`src/rtl/vga_timing_gen_if.sv`:
```
// Pixel-side bundle of the VGA timing generator: render handshake (coordinates out,
// colour in), frame/game ticks and the DAC/connector pins.
interface vga_timing_gen_if #(
  parameter int CW = 11
);
  logic [7:0]    in_r;
  logic [7:0]    in_g;
  logic [7:0]    in_b;
  logic [CW-1:0] px;
  logic [CW-1:0] py;
  logic          pix_ce;
  logic          de;
  logic          frame_tick;
  logic          game_tick;
  logic [7:0]    VGA_R;
  logic [7:0]    VGA_G;
  logic [7:0]    VGA_B;
  logic          VGA_HS;
  logic          VGA_VS;
  logic          VGA_BLANK_N;
  logic          VGA_SYNC_N;
  logic          VGA_CLK;

  modport master (
    input  in_r, in_g, in_b,
    output px, py, pix_ce, de, frame_tick, game_tick,
    output VGA_R, VGA_G, VGA_B, VGA_HS, VGA_VS, VGA_BLANK_N, VGA_SYNC_N, VGA_CLK
  );

  modport slave (
    output in_r, in_g, in_b,
    input  px, py, pix_ce, de, frame_tick, game_tick,
    input  VGA_R, VGA_G, VGA_B, VGA_HS, VGA_VS, VGA_BLANK_N, VGA_SYNC_N, VGA_CLK
  );
endinterface

```
`src/rtl/vga_timing_gen.sv`:
```
// Parametrised VGA timing generator running on CLOCK_50 with a pixel clock enable;
// sync/blank are delayed to match the render pipeline before the output register.
module vga_timing_gen #(
  parameter int   H_ACTIVE = 640,
  parameter int   H_FP     = 16,
  parameter int   H_SYNC   = 96,
  parameter int   H_BP     = 48,
  parameter int   V_ACTIVE = 480,
  parameter int   V_FP     = 10,
  parameter int   V_SYNC   = 2,
  parameter int   V_BP     = 33,
  parameter int   CLK_DIV  = 2,
  parameter logic HS_POL   = 1'b0,
  parameter logic VS_POL   = 1'b0,
  parameter int   PIPE_LAT = 1,
  parameter int   GAME_DIV = 1,
  parameter int   CW       = 11
) (
  input  logic               CLOCK_50,
  input  logic               reset,
  vga_timing_gen_if.master   vga
);

  localparam int H_TOTAL = H_ACTIVE + H_FP + H_SYNC + H_BP;
  localparam int V_TOTAL = V_ACTIVE + V_FP + V_SYNC + V_BP;
  localparam int DW      = 4;

  localparam logic [DW-1:0] DIV_LAST = DW'(CLK_DIV - 1);
  localparam logic [DW-1:0] DIV_HALF = DW'(CLK_DIV / 2);
  localparam logic [CW-1:0] H_LAST   = CW'(H_TOTAL - 1);
  localparam logic [CW-1:0] V_LAST   = CW'(V_TOTAL - 1);
  localparam logic [CW-1:0] H_ACT    = CW'(H_ACTIVE);
  localparam logic [CW-1:0] V_ACT    = CW'(V_ACTIVE);
  localparam logic [CW-1:0] V_TICK   = CW'(V_ACTIVE - 1);
  localparam logic [CW-1:0] HS_START = CW'(H_ACTIVE + H_FP);
  localparam logic [CW-1:0] HS_END   = CW'(H_ACTIVE + H_FP + H_SYNC);
  localparam logic [CW-1:0] VS_START = CW'(V_ACTIVE + V_FP);
  localparam logic [CW-1:0] VS_END   = CW'(V_ACTIVE + V_FP + V_SYNC);
  localparam logic [7:0]    GD_LAST  = 8'(GAME_DIV - 1);

  typedef struct packed {
    logic de;
    logic hs;
    logic vs;
  } sync_t;

  logic [DW-1:0] div_cnt_reg;
  logic          pix_ce_reg;
  logic          vga_clk_reg;
  logic [CW-1:0] h_cnt_reg;
  logic [CW-1:0] v_cnt_reg;
  logic [7:0]    frame_cnt_reg;
  logic          frame_tick_reg;
  logic          game_tick_reg;
  logic [7:0]    r_reg;
  logic [7:0]    g_reg;
  logic [7:0]    b_reg;
  logic          blank_n_reg;
  logic          hs_reg;
  logic          vs_reg;

  logic  h_wrap;
  logic  v_wrap;
  logic  frame_event;
  sync_t sync_raw;
  sync_t sync_dly;

  // Pixel enable and the outgoing pixel clock share one phase counter
  always_ff @(posedge CLOCK_50) begin
    if (reset) begin
      div_cnt_reg <= '0;
      pix_ce_reg  <= 1'b0;
      vga_clk_reg <= 1'b0;
    end else begin
      div_cnt_reg <= (div_cnt_reg == DIV_LAST) ? '0 : div_cnt_reg + DW'(1);
      pix_ce_reg  <= (div_cnt_reg == DIV_LAST);
      vga_clk_reg <= (div_cnt_reg >= DIV_HALF);
    end
  end

  assign h_wrap = (h_cnt_reg == H_LAST);
  assign v_wrap = (v_cnt_reg == V_LAST);

  always_ff @(posedge CLOCK_50) begin
    if (reset) begin
      h_cnt_reg <= '0;
      v_cnt_reg <= '0;
    end else if (pix_ce_reg) begin
      h_cnt_reg <= h_wrap ? '0 : h_cnt_reg + CW'(1);
      if (h_wrap) begin
        v_cnt_reg <= v_wrap ? '0 : v_cnt_reg + CW'(1);
      end
    end
  end

  // Last pixel of the last active line: the counters are about to enter vertical blanking
  assign frame_event = pix_ce_reg && h_wrap && (v_cnt_reg == V_TICK);

  always_ff @(posedge CLOCK_50) begin
    if (reset) begin
      frame_cnt_reg  <= '0;
      frame_tick_reg <= 1'b0;
      game_tick_reg  <= 1'b0;
    end else begin
      frame_tick_reg <= frame_event;
      game_tick_reg  <= frame_event && (frame_cnt_reg == GD_LAST);
      if (frame_event) begin
        frame_cnt_reg <= (frame_cnt_reg == GD_LAST) ? '0 : frame_cnt_reg + 8'd1;
      end
    end
  end

  assign sync_raw.de = (h_cnt_reg < H_ACT) && (v_cnt_reg < V_ACT);
  assign sync_raw.hs = (h_cnt_reg >= HS_START) && (h_cnt_reg < HS_END);
  assign sync_raw.vs = (v_cnt_reg >= VS_START) && (v_cnt_reg < VS_END);

  // Delay line matching the render latency; stage 0 holds the newest pixel
  generate
    if (PIPE_LAT == 0) begin : g_nolat
      assign sync_dly = sync_raw;
    end else begin : g_lat
      sync_t stage_reg [PIPE_LAT];
      for (genvar gi = 0; gi < PIPE_LAT; gi++) begin : g_stage
        if (gi == 0) begin : g_first
          always_ff @(posedge CLOCK_50) begin
            if (reset) begin
              stage_reg[gi] <= '0;
            end else if (pix_ce_reg) begin
              stage_reg[gi] <= sync_raw;
            end
          end
        end else begin : g_next
          always_ff @(posedge CLOCK_50) begin
            if (reset) begin
              stage_reg[gi] <= '0;
            end else if (pix_ce_reg) begin
              stage_reg[gi] <= stage_reg[gi-1];
            end
          end
        end
      end
      assign sync_dly = stage_reg[PIPE_LAT-1];
    end
  endgenerate

  always_ff @(posedge CLOCK_50) begin
    if (reset) begin
      r_reg       <= '0;
      g_reg       <= '0;
      b_reg       <= '0;
      blank_n_reg <= 1'b0;
      hs_reg      <= ~HS_POL;
      vs_reg      <= ~VS_POL;
    end else if (pix_ce_reg) begin
      r_reg       <= sync_dly.de ? vga.in_r : 8'h00;
      g_reg       <= sync_dly.de ? vga.in_g : 8'h00;
      b_reg       <= sync_dly.de ? vga.in_b : 8'h00;
      blank_n_reg <= sync_dly.de;
      hs_reg      <= sync_dly.hs ? HS_POL : ~HS_POL;
      vs_reg      <= sync_dly.vs ? VS_POL : ~VS_POL;
    end
  end

  assign vga.px          = h_cnt_reg;
  assign vga.py          = v_cnt_reg;
  assign vga.pix_ce      = pix_ce_reg;
  assign vga.de          = sync_raw.de;
  assign vga.frame_tick  = frame_tick_reg;
  assign vga.game_tick   = game_tick_reg;
  assign vga.VGA_R       = r_reg;
  assign vga.VGA_G       = g_reg;
  assign vga.VGA_B       = b_reg;
  assign vga.VGA_HS      = hs_reg;
  assign vga.VGA_VS      = vs_reg;
  assign vga.VGA_BLANK_N = blank_n_reg;
  assign vga.VGA_SYNC_N  = 1'b0;
  assign vga.VGA_CLK     = vga_clk_reg;

endmodule

```
`src/flat_wrapper.sv`:
```
// flat-port wrapper written by rule: the top's interface ports become plain ports
module vga_timing_gen_flat 
#(
  parameter int   H_ACTIVE = 640,
  parameter int   H_FP     = 16,
  parameter int   H_SYNC   = 96,
  parameter int   H_BP     = 48,
  parameter int   V_ACTIVE = 480,
  parameter int   V_FP     = 10,
  parameter int   V_SYNC   = 2,
  parameter int   V_BP     = 33,
  parameter int   CLK_DIV  = 2,
  parameter logic HS_POL   = 1'b0,
  parameter logic VS_POL   = 1'b0,
  parameter int   PIPE_LAT = 1,
  parameter int   GAME_DIV = 1,
  parameter int   CW       = 11
)
  (CLOCK_50, reset, vga_in_r, vga_in_g, vga_in_b, vga_px, vga_py, vga_pix_ce, vga_de, vga_frame_tick, vga_game_tick, vga_VGA_R, vga_VGA_G, vga_VGA_B, vga_VGA_HS, vga_VGA_VS, vga_VGA_BLANK_N, vga_VGA_SYNC_N, vga_VGA_CLK);
  vga_timing_gen_if #(.CW(CW)) vga_i ();
  input  logic CLOCK_50;
  input  logic reset;
  input wire logic [$bits(vga_i.in_r)-1:0] vga_in_r;
  input wire logic [$bits(vga_i.in_g)-1:0] vga_in_g;
  input wire logic [$bits(vga_i.in_b)-1:0] vga_in_b;
  output wire logic [$bits(vga_i.px)-1:0] vga_px;
  output wire logic [$bits(vga_i.py)-1:0] vga_py;
  output wire logic [$bits(vga_i.pix_ce)-1:0] vga_pix_ce;
  output wire logic [$bits(vga_i.de)-1:0] vga_de;
  output wire logic [$bits(vga_i.frame_tick)-1:0] vga_frame_tick;
  output wire logic [$bits(vga_i.game_tick)-1:0] vga_game_tick;
  output wire logic [$bits(vga_i.VGA_R)-1:0] vga_VGA_R;
  output wire logic [$bits(vga_i.VGA_G)-1:0] vga_VGA_G;
  output wire logic [$bits(vga_i.VGA_B)-1:0] vga_VGA_B;
  output wire logic [$bits(vga_i.VGA_HS)-1:0] vga_VGA_HS;
  output wire logic [$bits(vga_i.VGA_VS)-1:0] vga_VGA_VS;
  output wire logic [$bits(vga_i.VGA_BLANK_N)-1:0] vga_VGA_BLANK_N;
  output wire logic [$bits(vga_i.VGA_SYNC_N)-1:0] vga_VGA_SYNC_N;
  output wire logic [$bits(vga_i.VGA_CLK)-1:0] vga_VGA_CLK;
  assign vga_i.in_r = vga_in_r;
  assign vga_i.in_g = vga_in_g;
  assign vga_i.in_b = vga_in_b;
  assign vga_px = vga_i.px;
  assign vga_py = vga_i.py;
  assign vga_pix_ce = vga_i.pix_ce;
  assign vga_de = vga_i.de;
  assign vga_frame_tick = vga_i.frame_tick;
  assign vga_game_tick = vga_i.game_tick;
  assign vga_VGA_R = vga_i.VGA_R;
  assign vga_VGA_G = vga_i.VGA_G;
  assign vga_VGA_B = vga_i.VGA_B;
  assign vga_VGA_HS = vga_i.VGA_HS;
  assign vga_VGA_VS = vga_i.VGA_VS;
  assign vga_VGA_BLANK_N = vga_i.VGA_BLANK_N;
  assign vga_VGA_SYNC_N = vga_i.VGA_SYNC_N;
  assign vga_VGA_CLK = vga_i.VGA_CLK;
  vga_timing_gen #(.H_ACTIVE(H_ACTIVE), .H_FP(H_FP), .H_SYNC(H_SYNC), .H_BP(H_BP), .V_ACTIVE(V_ACTIVE), .V_FP(V_FP), .V_SYNC(V_SYNC), .V_BP(V_BP), .CLK_DIV(CLK_DIV), .HS_POL(HS_POL), .VS_POL(VS_POL), .PIPE_LAT(PIPE_LAT), .GAME_DIV(GAME_DIV), .CW(CW)) u_core (.CLOCK_50(CLOCK_50), .reset(reset), .vga(vga_i));
endmodule
```
`config.mk`:
```
export PLATFORM = sky130hd
export DESIGN_NAME = vga_timing_gen_flat
export DESIGN_NICKNAME = d
export VERILOG_FILES = /design/src/rtl/vga_timing_gen_if.sv /design/src/rtl/vga_timing_gen.sv /design/src/flat_wrapper.sv
export SDC_FILE = /design/constraint.sdc
export NUM_CORES = 1
export LEC_CHECK = 0
export ABC_AREA = 1
export BUFFER_PORTS_ARGS = -buffer_cell sky130_fd_sc_hd__buf_2
export CAP_MARGIN = 20
export CORE_MARGIN = 1.5
export CORE_UTILIZATION = 45
export CTS_CLUSTER_DIAMETER = 60
export DETAILED_ROUTE_END_ITERATION = 8
export HOLD_SLACK_MARGIN = 0.03
export PLACE_DENSITY = 0.82
export SYNTH_ARGS = -nofsm -noshare
export SYNTH_HDL_FRONTEND = slang
export SYNTH_SLANG_ARGS = --single-unit
export TNS_END_PERCENT = 100
```
`constraint.sdc`:
```
create_clock -name CLOCK_50 -period 1.36 [get_ports CLOCK_50]
set_clock_uncertainty 0.15 [all_clocks]
set_input_delay 0.068 -clock CLOCK_50 [delete_from_list [all_inputs] [get_ports CLOCK_50]]
set_output_delay 0.068 -clock CLOCK_50 [all_outputs]
set_load 0.02 [all_outputs]
```
**After elaboration in Yosys (flattened, before gate mapping)**

Memory sizes are Yosys's and may differ from the RTL's.
Index checks and enable logic that the tools add are counted.

- Add/subtract/negate cells: 4
- Multiply operators: 0
- Div/mod/pow operators: 0
- $lt $le $gt $ge: 7
- Equal/unequal tests: 4
- Shift-type cells: 0
- Mux-type cells: 15
- Bitwise operators: 0
- Reduce and logical (&&, ||, !) cells: 10

Operator list:

| kind | count |
|---|---|
| $mux W8 | 4 |
| $add A11 B1 Y11 const B | 2 |
| $eq A11 B10 Y1 const B | 2 |
| $lt A11 B10 Y1 const B | 2 |
| $lt A11 B9 Y1 const B | 2 |
| $mux W11 | 2 |
| $eq A11 B9 Y1 const B | 1 |
| $ge A11 B10 Y1 const B | 1 |
| $ge A11 B9 Y1 const B | 1 |
| $add A8 B1 Y8 const B | 1 |
| $logic_not A8 Y1 | 1 |
| $mux W1 | 8 |
| $logic_and A1 B1 Y1 | 6 |
| $add A4 B1 Y4 const B | 1 |
| $eq A4 B1 Y1 const B | 1 |
| $ge A4 B1 Y1 const B | 1 |
| $mux W3 | 1 |
| $reduce_or A3 Y1 | 1 |
| $reduce_and A2 Y1 | 1 |
| $reduce_or A2 Y1 | 1 |

- Register bits after elaboration: 65
- Bits in latches: 0
- Memory bits (writable): 3
- ROM bits: 0
- Input port bits: 26
- Output and inout port bits: 55
- Logic and storage cells: 55
- Memories kept: 1

Memory list:

| name | depth | bits a word | read ports | clocked after Yosys merged registers in | write ports | line | text |
|---|---|---|---|---|---|---|---|
| u_core.g_lat.stage_reg | 1 | 3 | 1 | 0 | 1 | vga_timing_gen.sv:122 | `sync_t stage_reg [PIPE_LAT];` |

**Depth between registers and ports, before layout**

- Word-level depth: 5
- Depth in mapped cells: 9
- Depth with buffers taken out: 9

**Worst setup path after synthesis**

No wires, ideal clock.

- Path kind: reg2reg
- Start: reg u_core.h_cnt_reg[0], in the netlist u_core.vga.px[0]
- End: reg u_core.v_cnt_reg[10], in the netlist u_core.vga.py[10]
- Library setup time: 0.115 ns
- Arrival: 1.386 ns
- Data required time: 1.095 ns
- Path slack: -0.291 ns
- Cell stages (with the launch flop): 9
- Path buffers: 0
- Period minus slack after synthesis: 1.651 ns
- Cells stage by stage: dfxtp_1 > ha_1 > nand2_1 > nor2_4 > nand3_4 > nor2_8 > nand3_1 > nand2_1 > nor2_1

- Cells in the longest elaborated chain, start to end: 2

Ends and longest elaborated chain:

| element | line | text |
|---|---|---|
| from (decl) | vga_timing_gen.sv:50 | `logic [CW-1:0] h_cnt_reg;` |
| from (signal assigned) | vga_timing_gen.sv:89 | `h_cnt_reg <= h_wrap ? '0 : h_cnt_reg + CW'(1);` |
| $eq A11 B10 Y1 | vga_timing_gen.sv:81 | `assign h_wrap = (h_cnt_reg == H_LAST);` |
| $reduce_and A2 Y1 (no line) | -- |  |
| to (signal assigned) | vga_timing_gen.sv:91 | `v_cnt_reg <= v_wrap ? '0 : v_cnt_reg + CW'(1);` |
| to (decl) | vga_timing_gen.sv:51 | `logic [CW-1:0] v_cnt_reg;` |

Every way passes these cells.
A chain may end at the register's enable or synchronous reset.

**Worst setup path after layout**

- Start: reg u_core.h_cnt_reg[7], in the netlist u_core.vga.px[7]
- End: out vga_de

- Cells in the longest elaborated chain, start to end: 2

Ends and longest elaborated chain:

| element | line | text |
|---|---|---|
| $lt A11 B10 Y1 | vga_timing_gen.sv:113 | `assign sync_raw.de = (h_cnt_reg < H_ACT) && (v_cnt_reg < V_ACT);` |
| $logic_and A1 B1 Y1 | vga_timing_gen.sv:113 |  |
| to (decl) | flat_wrapper.sv:29 | `output wire logic [$bits(vga_i.de)-1:0] vga_de;` |

Every way passes these cells.

==> reports/summary.txt <==
Run status - finished with violations
Failing checks - setup timing
Fraction of met1 tracks used by global routing - 0.2861
Top-Level Pins - 81
Detailed-route via count - 3580
Crit Reg-Reg Endpoint - u_core.vga.py[8]
Clock tree from TritonCTS - yes
Aggregate global-route resource usage - 0.2547
Yosys Warn Count - 0
Avg Synthesized Cell Area - 8.075 µm²
Final std cells w/o fill - 658
Async set or reset register ratio after synthesis - 0
Quantity of I/O buffers inserted on ports - 79
Initial Util - 0.4637
Core box area - 0.006756 mm²
Cell with the biggest individual delay on the critical path - sky130_fd_sc_hd__dfxtp_4
Fin crit period - 1.574 ns
Wire length of the first global-routing pass - 14910 µm
Site row count - 30
Die Y - 86.44 µm
Die outline area - 0.007472 mm²
Area Overhead vs Synth - 62.66%
Number of distinct library cells after synthesis - 40
Dominant cell by count in the synthesized netlist - sky130_fd_sc_hd__nand2_1
Routed vias/inst - 5.441
RSZ-0062 raised after global routing - yes
Biggest area contributors in the synthesized netlist - sky130_fd_sc_hd__dfxtp_1, sky130_fd_sc_hd__nand2_1, sky130_fd_sc_hd__a32o_1
Depth of the most critical reg-to-reg path - 8
LEAKAGE - 2.278 nW
Number of global-route vias before repair - 3280
Register area share after synthesis - 0.4441
Nature of the critical path startpoint - flip-flop
Worst Path Max Fanout - 2
Synthesized flop and latch total - 68
Root cell of the clock tree - sky130_fd_sc_hd__clkbuf_8
Highest achievable clock rate - 635.2 MHz
Number of placed instances with taps included - 595
Source of the worst register-to-register timing path - u_core.vga.px[1]
Max-cap viol count - 0
Global routing's busiest layer - met2
Post-Syn Instances - 388
Met2 Use GR - 0.4702
Reg2Reg Setup Slack - -0.19 ns
Count of flip-flops with a built-in enable after synthesis - 3
Power density over cell area - 795.5 mW/mm²
Crit Path Class - reg2out
Clk sinks - 68
Dominant register cell in the synthesized netlist - sky130_fd_sc_hd__dfxtp_1
H-tree lvl count - 3
Hold Crit Depth - 1
Kind of cell with the highest combined delay on the critical path - flip-flops
Biggest area consumer among synthesized cells - sky130_fd_sc_hd__dfxtp_1
Cell chain of the critical path - inv_2, buf_6, a211oi_4, nor2_1, buf_4
Top-area cell type share of the netlist area - 0.4153
Number of routed nets with antenna violations - 0
Fraction of final layout cells sized beyond drive strength 1 - 0.5052
Detailed placer's ending HPWL - 6142 µm
Initial antenna violation count - 0
List of most frequent post-synthesis cells - sky130_fd_sc_hd__nand2_1, sky130_fd_sc_hd__dfxtp_1, sky130_fd_sc_hd__nor2_1
GR Overflow Total - 0
Clk slew on worst S/H paths - 0.09 ns
Aggregate routed wire length - 10220 µm
Critical Path AT - 1.36 ns
Maximum number of pins on one net before global-route repair - 30
Final max-slew violation count - 0
Hold-critical path endpoint - u_core.vga.VGA_VS
Fin worst setup slack - -0.2142 ns
Finish-stage setup viols - 32
Final net count - 607
Gp weighted congestion - 0.9269
Max rail drop VDD - 0.4664 mV
DRC violation count after routing - 0
Final setup TNS - -4.589 ns
Number of antenna cells inserted - 0
Number of buffers and inverters on the critical path - 3
Final clock period utilization by the worst path - 1.158
Worst-Skew Late Latency - 0.35 ns
Initial drt markers - 158
Number of buffers inserted during clock tree synthesis - 9
Clock buffer depth - 2
Maximum single-stage delay on the critical path - 0.37 ns
Met3 Usage GRT - 0.05143
Net count after synthesis - 422
Crit. path cell count - 5
Netlist area before placement - 0.003133 mm²
Routed wire length per instance - 15.53 µm
Number of fill cells in the layout - 422
Type of element capturing the critical path - output port
Horizontal die dimension - 86.44 µm
First drt pass iteration count - 5
Critical path data required time - 1.14 ns
Power consumption - 4.054 mW
Hold Startpoint - u_core.g_lat.stage_reg[0][0]
Final hold viol count - 0
Classification of the worst-slack hold path - reg2reg
==> metal layers <==
layer	wire length [µm]	vias up	share of wire
met5	0	-	0
met4	192	0	0.019
met3	635	24	0.062
met2	5272	172	0.52
met1	4118	1693	0.40
li1	-	1691	-
==> placed cells by master (no fill, tap or decap), types with 13 or more instances in the layout <==
master / count
sky130_fd_sc_hd__nor2_1: 39
sky130_fd_sc_hd__buf_4: 67
sky130_fd_sc_hd__nand2_1: 53
sky130_fd_sc_hd__inv_1: 25
sky130_fd_sc_hd__a32o_1: 24
sky130_fd_sc_hd__dfxtp_1: 43
sky130_fd_sc_hd__buf_6: 18
sky130_fd_sc_hd__dlygate4sd3_1: 25
sky130_fd_sc_hd__nor2_4: 13
sky130_fd_sc_hd__nand3_1: 15
sky130_fd_sc_hd__buf_2: 74
==> cell families after synthesis <==
| group | after synthesis | synth area share |
|---|---|---|
| and+or+nand+nor | 188 | 0.2899 |
| buffers and inverters | 52 | 0.06829 |
| other | 1 | 0.001197 |
| AOI/OAI and AO/OA | 64 | 0.1450 |
| adders and majority gates | 8 | 0.03195 |
| DFF | 68 | 0.4441 |
| xor gates and xnor gates | 7 | 0.01957 |
==> final cells by class <==
type / count / area (µm²) / area share
multi-input cells: 268 / 1853 / 0.3636
clock buffers: 9 / 123.9 / 0.02431
flip-flops and latches: 68 / 1449 / 0.2843
repair buffers: 186 / 1354 / 0.2657
inverters: 40 / 160.2 / 0.03143
well taps: 80 / 100.1 / 0.01964
clock inverters: 7 / 56.30 / 0.01105
==> per-stage QoR <==
step	hold slack [ns]	util	setup WS, ns	cell area [µm²]
global route	0.3093	0.7543	-0.2883	5096
CTS	0.2909	0.7072	-0.2072	4778
detailed placement	0.1742	0.6098	-0.1726	4120
finish	0.2922	0.7543	-0.2142	5096
floorplan	0.08558	-	-0.1037	3226
global placement	0.1685	0.6098	-0.1166	4120
==> worst max-delay path by stage <==
stage                     start                 endpoint  slack [ns]
3_3_place_gp   u_core.vga.py[0]         u_core.vga.py[6]       -0.12
2_1_floorplan  u_core.vga.px[1]        u_core.vga.py[10]       -0.10
4_1_cts        u_core.vga.px[7]                   vga_de       -0.21
6_report       u_core.vga.px[7]                   vga_de       -0.21
5_1_grt        u_core.vga.px[1]  u_core.frame_cnt_reg[5]       -0.29
3_5_place_dp   u_core.vga.px[6]  u_core.frame_cnt_reg[4]       -0.17
==> worst register-to-register path, cell delays in order (launching register included) <==
cell	delay, ns
sky130_fd_sc_hd__dfxtp_4	0.37
sky130_fd_sc_hd__ha_4	0.16
sky130_fd_sc_hd__nand2_4	0.06
sky130_fd_sc_hd__nor2_4	0.16
sky130_fd_sc_hd__nand3_4	0.17
sky130_fd_sc_hd__nand2_4	0.16
sky130_fd_sc_hd__nand2_4	0.10
sky130_fd_sc_hd__nand2_1	0.08
sky130_fd_sc_hd__nor2_1	0.04
==> where the power goes <==
part	leakage, nW	total (mW)	switching (mW)	internal (mW)
clock network	0.0876	1.54	0.848	0.687
logic	1.62	0.435	0.242	0.192
registers	0.571	2.08	0.0431	2.04
==> repair_timing <==
item,4_1_cts,5_1_grt
hold buffers,25,0
setup endpoints to repair,30,61
endpoints found under the hold margin,26,0
gates resized for setup,47,74
pin swaps,13,33
buffers inserted,11,11
Power figures use the tool's default switching activity.
